$ cat src/rtl/fetch_stage.sv
// Instruction fetch stage: single-outstanding memory requests feeding a small in-order buffer.
// Optional misaligned-redirect trap enabled by defining FETCH_MISALIGN_CHECK_EN.
module fetch_stage #(
    parameter int              XLEN      = 32,
    parameter logic [XLEN-1:0] RESET_VEC = '0,
    parameter int              DEPTH     = 4
) (
    input  logic            clk,
    input  logic            reset,
    input  logic            redirect_valid,
    input  logic [XLEN-1:0] redirect_pc,
    output logic            imem_req_valid,
    output logic [XLEN-1:0] imem_req_addr,
    input  logic            imem_rsp_valid,
    input  logic [XLEN-1:0] imem_rsp_data,
    output logic            instr_valid,
    input  logic            instr_ready,
    output logic [XLEN-1:0] instr,
    output logic [XLEN-1:0] instr_pc,
    output logic            fetch_misalign
);

    localparam int AW = (DEPTH > 1) ? $clog2(DEPTH) : 1;
    localparam int CW = AW + 1;
    localparam logic [CW-1:0] DEPTH_C = CW'(DEPTH);

    logic [XLEN-1:0] pc;
    logic [XLEN-1:0] inflight_addr;
    logic            inflight;
    logic            halted;

    logic [XLEN-1:0] buf_data [DEPTH];
    logic [XLEN-1:0] buf_pc   [DEPTH];
    logic [AW-1:0]   head;
    logic [AW-1:0]   tail;
    logic [CW-1:0]   count;

    logic            issue;
    logic            push;
    logic            pop;
    logic [CW-1:0]   occupancy;
    logic [XLEN-1:0] redirect_target;
    logic            redirect_bad;

`ifdef FETCH_MISALIGN_CHECK_EN
    assign redirect_bad    = (redirect_pc[1:0] != 2'b00);
    assign redirect_target = redirect_pc;
    assign fetch_misalign  = halted;
`else
    assign redirect_bad    = 1'b0;
    assign redirect_target = redirect_pc & ~XLEN'(3);
    assign fetch_misalign  = 1'b0;
`endif

    // The outstanding request reserves a slot so a full buffer can never be overrun.
    assign occupancy = count + CW'(inflight);
    assign issue     = !reset && !redirect_valid && !halted && (occupancy < DEPTH_C);
    assign push      = inflight && imem_rsp_valid && !redirect_valid;
    assign pop       = (count != '0) && instr_ready && !redirect_valid;

    assign imem_req_valid = issue;
    assign imem_req_addr  = pc;
    assign instr_valid    = (count != '0);
    assign instr          = buf_data[head];
    assign instr_pc       = buf_pc[head];

    always_ff @(posedge clk) begin
        if (reset) begin
            pc            <= RESET_VEC;
            inflight      <= 1'b0;
            inflight_addr <= '0;
            halted        <= 1'b0;
            head          <= '0;
            tail          <= '0;
            count         <= '0;
            for (int i = 0; i < DEPTH; i++) begin
                buf_data[i] <= '0;
                buf_pc[i]   <= '0;
            end
        end else begin
            inflight <= issue;
            if (issue) begin
                inflight_addr <= pc;
                pc            <= pc + XLEN'(4);
            end
            if (redirect_valid) begin
                pc     <= redirect_target;
                halted <= redirect_bad;
                head   <= '0;
                tail   <= '0;
                count  <= '0;
            end else begin
                if (push) begin
                    buf_data[tail] <= imem_rsp_data;
                    buf_pc[tail]   <= inflight_addr;
                    tail           <= tail + AW'(1);
                end
                if (pop) begin
                    head <= head + AW'(1);
                end
                count <= count + CW'(push) - CW'(pop);
            end
        end
    end

endmodule

$ cat config.mk
export PLATFORM = sky130hd
export DESIGN_NAME = fetch_stage
export DESIGN_NICKNAME = d
export VERILOG_FILES = /design/src/rtl/fetch_stage.sv
export SDC_FILE = /design/constraint.sdc
export NUM_CORES = 1
export LEC_CHECK = 0
export ABC_AREA = 0
export BUFFER_PORTS_ARGS = -buffer_cell sky130_fd_sc_hd__buf_2
export CAP_MARGIN = 20
export CORE_ASPECT_RATIO = 0.6
export CORE_MARGIN = 1
export CORE_UTILIZATION = 35
export CTS_CLUSTER_SIZE = 24
export DETAILED_ROUTE_END_ITERATION = 6
export PLACE_DENSITY_LB_ADDON = 0.1
export SYNTH_ARGS = -nofsm -noshare
export SYNTH_HDL_FRONTEND = slang
export SYNTH_SLANG_ARGS = --single-unit
export TNS_END_PERCENT = 1
$ cat constraint.sdc
create_clock -name clk -period 17.9 [get_ports clk]
set_clock_uncertainty 0.05 [all_clocks]
set_input_delay 0.895 -clock clk [delete_from_list [all_inputs] [get_ports clk]]
set_output_delay 0.895 -clock clk [all_outputs]
set_load 0.1 [all_outputs]
# == Word-level counts from Yosys, hierarchy flattened ==
# Memories as Yosys holds them, arrays and structs flattened. A register that Yosys moved wholly into a read port is not among the register bits.
# Cells that the tools add are included.
# word_totals
ff_bits,72
out_inout_bits,99
n_memories,2
ram_bits,256
# op_classes
muxes,18
add_sub_neg,6
n_lt_le_gt_ge,1
n_reduce_logical,13
# memory_table
memory,words,width,rd,rd_ports_with_merged_regs,write_ports,line,rtl
buf_data,4,32,1,1,4,32,logic [XLEN-1:0] buf_data [DEPTH];
buf_pc,4,32,1,1,4,33,logic [XLEN-1:0] buf_pc [DEPTH];
# ops
operator,count
$mux W32,4
$reduce_or A32 Y1,2
$add A32 B3 Y32 const B,1
$mux W2,6
$mux W1,8
$add A3 B1 Y3,2
$logic_and A1 B1 Y1,6
$add A2 B1 Y2 const B,2
$lt A3 B3 Y1 const B,1
$reduce_bool A3 Y1,1
$sub A3 B1 Y3,1
$logic_not A1 Y1,2
$reduce_bool A2 Y1,1
$reduce_or A2 Y1,1

# == Depth between registers and ports, before layout ==
# depth
ltp_word,8
depth_mapped,12
depth_no_buf,10

# == Least setup slack after synthesis ==
# No wires, ideal clock.
# synth_timing
kind,input-to-reg
from,input port redirect_valid
to,memory buf_data[0][0] (enable)
t_arrival_ps,6220
path_buffers,2
required_time_ps,17276
setup_ps,574
cell_stages,5
setup_slack_ps,11056
path_cell_list,buf_2 > inv_2 > clkbuf_1 > nand3_1 > o31ai_1
# synth_rtl
item,line,rtl
start: declaration,10,"input logic redirect_valid,"
end: declaration,32,

==> flow_metrics.py <==
metrics = {
    "global_route": {
        "first_pass_grt_wire_length_um": 53200,
        "global_route.usage.met1_pct": 25.4,
        "met3_usage_pct": 2.75,
        "maximum_number_of_pins_on_one_net_before_global_route_repair": 63,
        "grt_util_all_layers_pct": 17.4,
        "overflow": 0,
        "grt.busiest_layer": "met2",
        "grt_pass1_vias": 8484,
        "grt_antenna_before_repair": 2,
        "met2_usage_pct": 27.7,
    },
    "logic_synthesis": {
        "synth_ff_type": "sky130_fd_sc_hd__edfxtp_1",
        "post-synth-top-area-fraction_pct": 54.0,
        "netlist_instances": 1002,
        "yosys_warnings": 0,
        "synth.distinct_cells": 52,
        "share_of_the_yosys_chip_area_belonging_to_registers_pct": 64.2,
        "ys_seq_elements": 318,
        "synth_top_area_cell": "sky130_fd_sc_hd__edfxtp_1",
        "yosys-top-cells-area": "sky130_fd_sc_hd__edfxtp_1 (54%), sky130_fd_sc_hd__and2_1 (11%), sky130_fd_sc_hd__dfxtp_1 (10%), sky130_fd_sc_hd__mux4_2 (10%), sky130_fd_sc_hd__nand2_1 (2.4%)",
        "yosys-top-cells-count": "sky130_fd_sc_hd__and2_1 (253), sky130_fd_sc_hd__edfxtp_1 (248), sky130_fd_sc_hd__nand2_1 (87), sky130_fd_sc_hd__dfxtp_1 (70), sky130_fd_sc_hd__mux4_2 (62)",
        "synth_area_um2": 13800,
        "yosys.cell_count.top_type": "sky130_fd_sc_hd__and2_1",
        "avgSynthCellArea_um2": 13.8,
        "number_of_flops_mapped_to_enable_cells_by_yosys": 248,
        "ys_async_sr_fraction_pct": 0,
    },
    "cells_and_area": {
        "finalNonFillerCells": 1683,
        "fill_cells": 3630,
        "finish.utilization_pct": 42.5,
        "drive_above_1_share_pct": 25.6,
        "diode_insertion_count_for_antenna_repair": 0,
        "num-nets-final": 1221,
        "design_area_um2": 16200,
        "layout-area-overhead-vs-synth_pct": 17.8,
    },
    "die": {
        "die_ht_um": 156,
        "initial_utilization_pct": 36.0,
        "num_io_pins": 168,
        "floorplan.rows": 55,
        "floorplan.die.width_um": 258,
        "core_area_um2": 38300,
        "design.die.area_um2": 40200,
    },
    "clock_network": {
        "clkTransAtPathRegs_ps": 70,
        "clock_path_buffers": 3,
        "cts_max_level": 2,
        "cts_repair_resize_count": 0,
        "cts_num_sinks": 318,
        "worst_skew_pair.late_latency_ps": 510,
        "tritoncts": "built",
        "postCtsHoldBufs": 0,
        "cts_made_buffers": 34,
        "setup_fix_buffers_added_after_clock_tree_synthesis": 0,
        "ctsRootBufferMaster": "sky130_fd_sc_hd__clkbuf_16",
    },
    "timing": {
        "maxSlewViolCount": 0,
        "timing.final.hold_violations": 0,
        "setup_viol_count_final": 0,
        "grt_setup_unrepaired": "no",
        "layout_worst_path_cycle_share_pct": 21.4,
        "layout_min_cycle_time_ps": 3830,
        "totalNegativeSetupSlack_ps": 0,
        "slew_headroom_pct": 25.0,
        "worst_slew_pin_slew_ps": 1120,
        "max_freq_mhz": 261,
    },
    "worst_setup_path": {
        "cp_slowest_stage_delay_ps": 600,
        "critical_path_arrival_ps": 2890,
        "path_buf_inv": 3,
        "start_kind": "flip-flop",
        "critPathMaxFanout": 23,
        "criticalPathCategory": "reg2out",
        "critPathSlowestCell": "sky130_fd_sc_hd__dfxtp_4",
        "setup.worst_path.end_class": "primary output",
        "required_time_of_the_critical_path_ps": 16960,
        "worstPathCellList": "buf_4 > buf_12 > mux4_2 > buf_2",
        "cpLargestDelayFamily": "buffers and inverters",
    },
    "place": {
        "placed_cell_area_um2": 15100,
        "replace_congestion": 0.793,
        "dp_cells": 1623,
        "detailedPlacementHpwl_um": 18900,
        "port_buffers": 160,
    },
    "run_status": {
        "outcome": "completed",
    },
    "power": {
        "leakage_nw": 5.98,
        "irDropWorstVdd_mv": 0.0528,
        "total_power_divided_by_cell_area_nw_per_um2": 105,
    },
    "job": {
        "drv.max_cap_violation_count": 0,
    },
    "detailed_routing": {
        "route.detailed.drc": 0,
        "dr.first_iter.drc_count": 475,
        "dr_total_vias": 8298,
        "viasPerCell": 4.93,
        "dr.pass1.iters": 5,
        "wirelength_um": 34600,
        "ant_nets": 0,
        "avgRoutedWirePerCell_um": 20.6,
    },
    "hold_path": {
        "worst_hold_path_type": "reg2reg",
    },
}
## kinds of logic after synthesis
family                   after synthesis  synth area share [%]
flip-flops                           318                  64.2
AND/OR/NAND/NOR                      428                  17.4
adder cells (fa/ha/maj)                4                 0.417
AO/OA/AOI/OAI                         78                  3.47
multiplexers                          63                  10.2
other                                  1                0.0272
buffers and inverters                 82                  2.52
XOR/XNOR                              28                  1.78
## per-layer routing
layer | share of wire [%] | vias up | routed length (µm)
li1 | - | 3913 | -
met1 | 49 | 4174 | 16800
met2 | 46 | 169 | 15900
met3 | 4.3 | 42 | 1490
met4 | 1.2 | 0 | 431
met5 | 0 | - | 0
## state kept, by name (all words and copies together) (netlist names), named ones only
register       cells
buf_data         128
inflight_addr     30
buf_pc           120
head               2
inflight           1
tail               2
count              3
imem_req_addr     30
## worst reg2reg max path, stage by stage (launching register included)
cell                      delay, ps
sky130_fd_sc_hd__dfxtp_1        390
sky130_fd_sc_hd__nand3_1        390
sky130_fd_sc_hd__o31ai_4        330
sky130_fd_sc_hd__buf_4          830
## report_power, final
part / internal (W) / leakage, nW / switching, W
Combinational: 0.0000318 / 2.32 / 0.000134
Sequential: 0.000821 / 3.14 / 0.0000164
Clock: 0.000404 / 0.518 / 0.000291
## worst paths after layout
kind | start | endpoint | slack [ps] | cells past startpoint
worst min-delay path | inflight_addr[4] | inflight_addr[4] | 440 | 2
worst max-delay path | flip-flop | instr_pc[10] | 14070 | 4
worst min register to register | inflight_addr[4] | inflight_addr[4] | 440 | 2
worst max register to register | inflight | buf_data[0][4] | 15410 | 3
## final cells by class
type                       instances  area [µm²]  share of cell area, %
sequential                       318        8860                   54.5
multi-input combinational        606        4690                   28.8
clock buffer                      46         960                   5.91
timing repair buffer             176         953                   5.87
tap                              513         642                   3.95
clock inverter                    12         106                  0.655
inverter                          12        45.0                  0.277
## per-stage QoR
step	hold slack [ps]	setup WS, ps	total power, W
final	438	14070	0.00170
after global routing	477	13840	0.00176
after CTS	446	13790	0.00172
after detailed placement	438	13810	0.00102
after global placement	439	13820	0.00102
after floorplan	407	11060	0.000982
## placed cells by master, fill, tap and decap left out, drive strengths merged, types with 2 or more instances in the layout
cell / Yosys / final
a211oi: 13 / 13
a21oi: 37 / 37
a311oi: 2 / 2
a31oi: 6 / 6
and2: 254 / 254
and3: 3 / 3
and4: 5 / 5
buf: 20 / 176
bufinv: 0 / 2
clkbuf: 50 / 46
clkinv: 1 / 10
conb: 1 / 5
dfxtp: 70 / 70
edfxtp: 248 / 248
ha: 3 / 3
inv: 11 / 11
mux4: 62 / 62
nand2: 88 / 88
nand2b: 2 / 2
nand3: 8 / 8
nand4: 14 / 14
nor2: 27 / 27
nor3: 9 / 9
nor4: 9 / 9
o21ai: 4 / 4
o22ai: 6 / 6
o311ai: 3 / 3
or3: 3 / 3
or4: 2 / 2
xnor2: 18 / 18
xor2: 10 / 10
(Power assumes the default switching activity.)
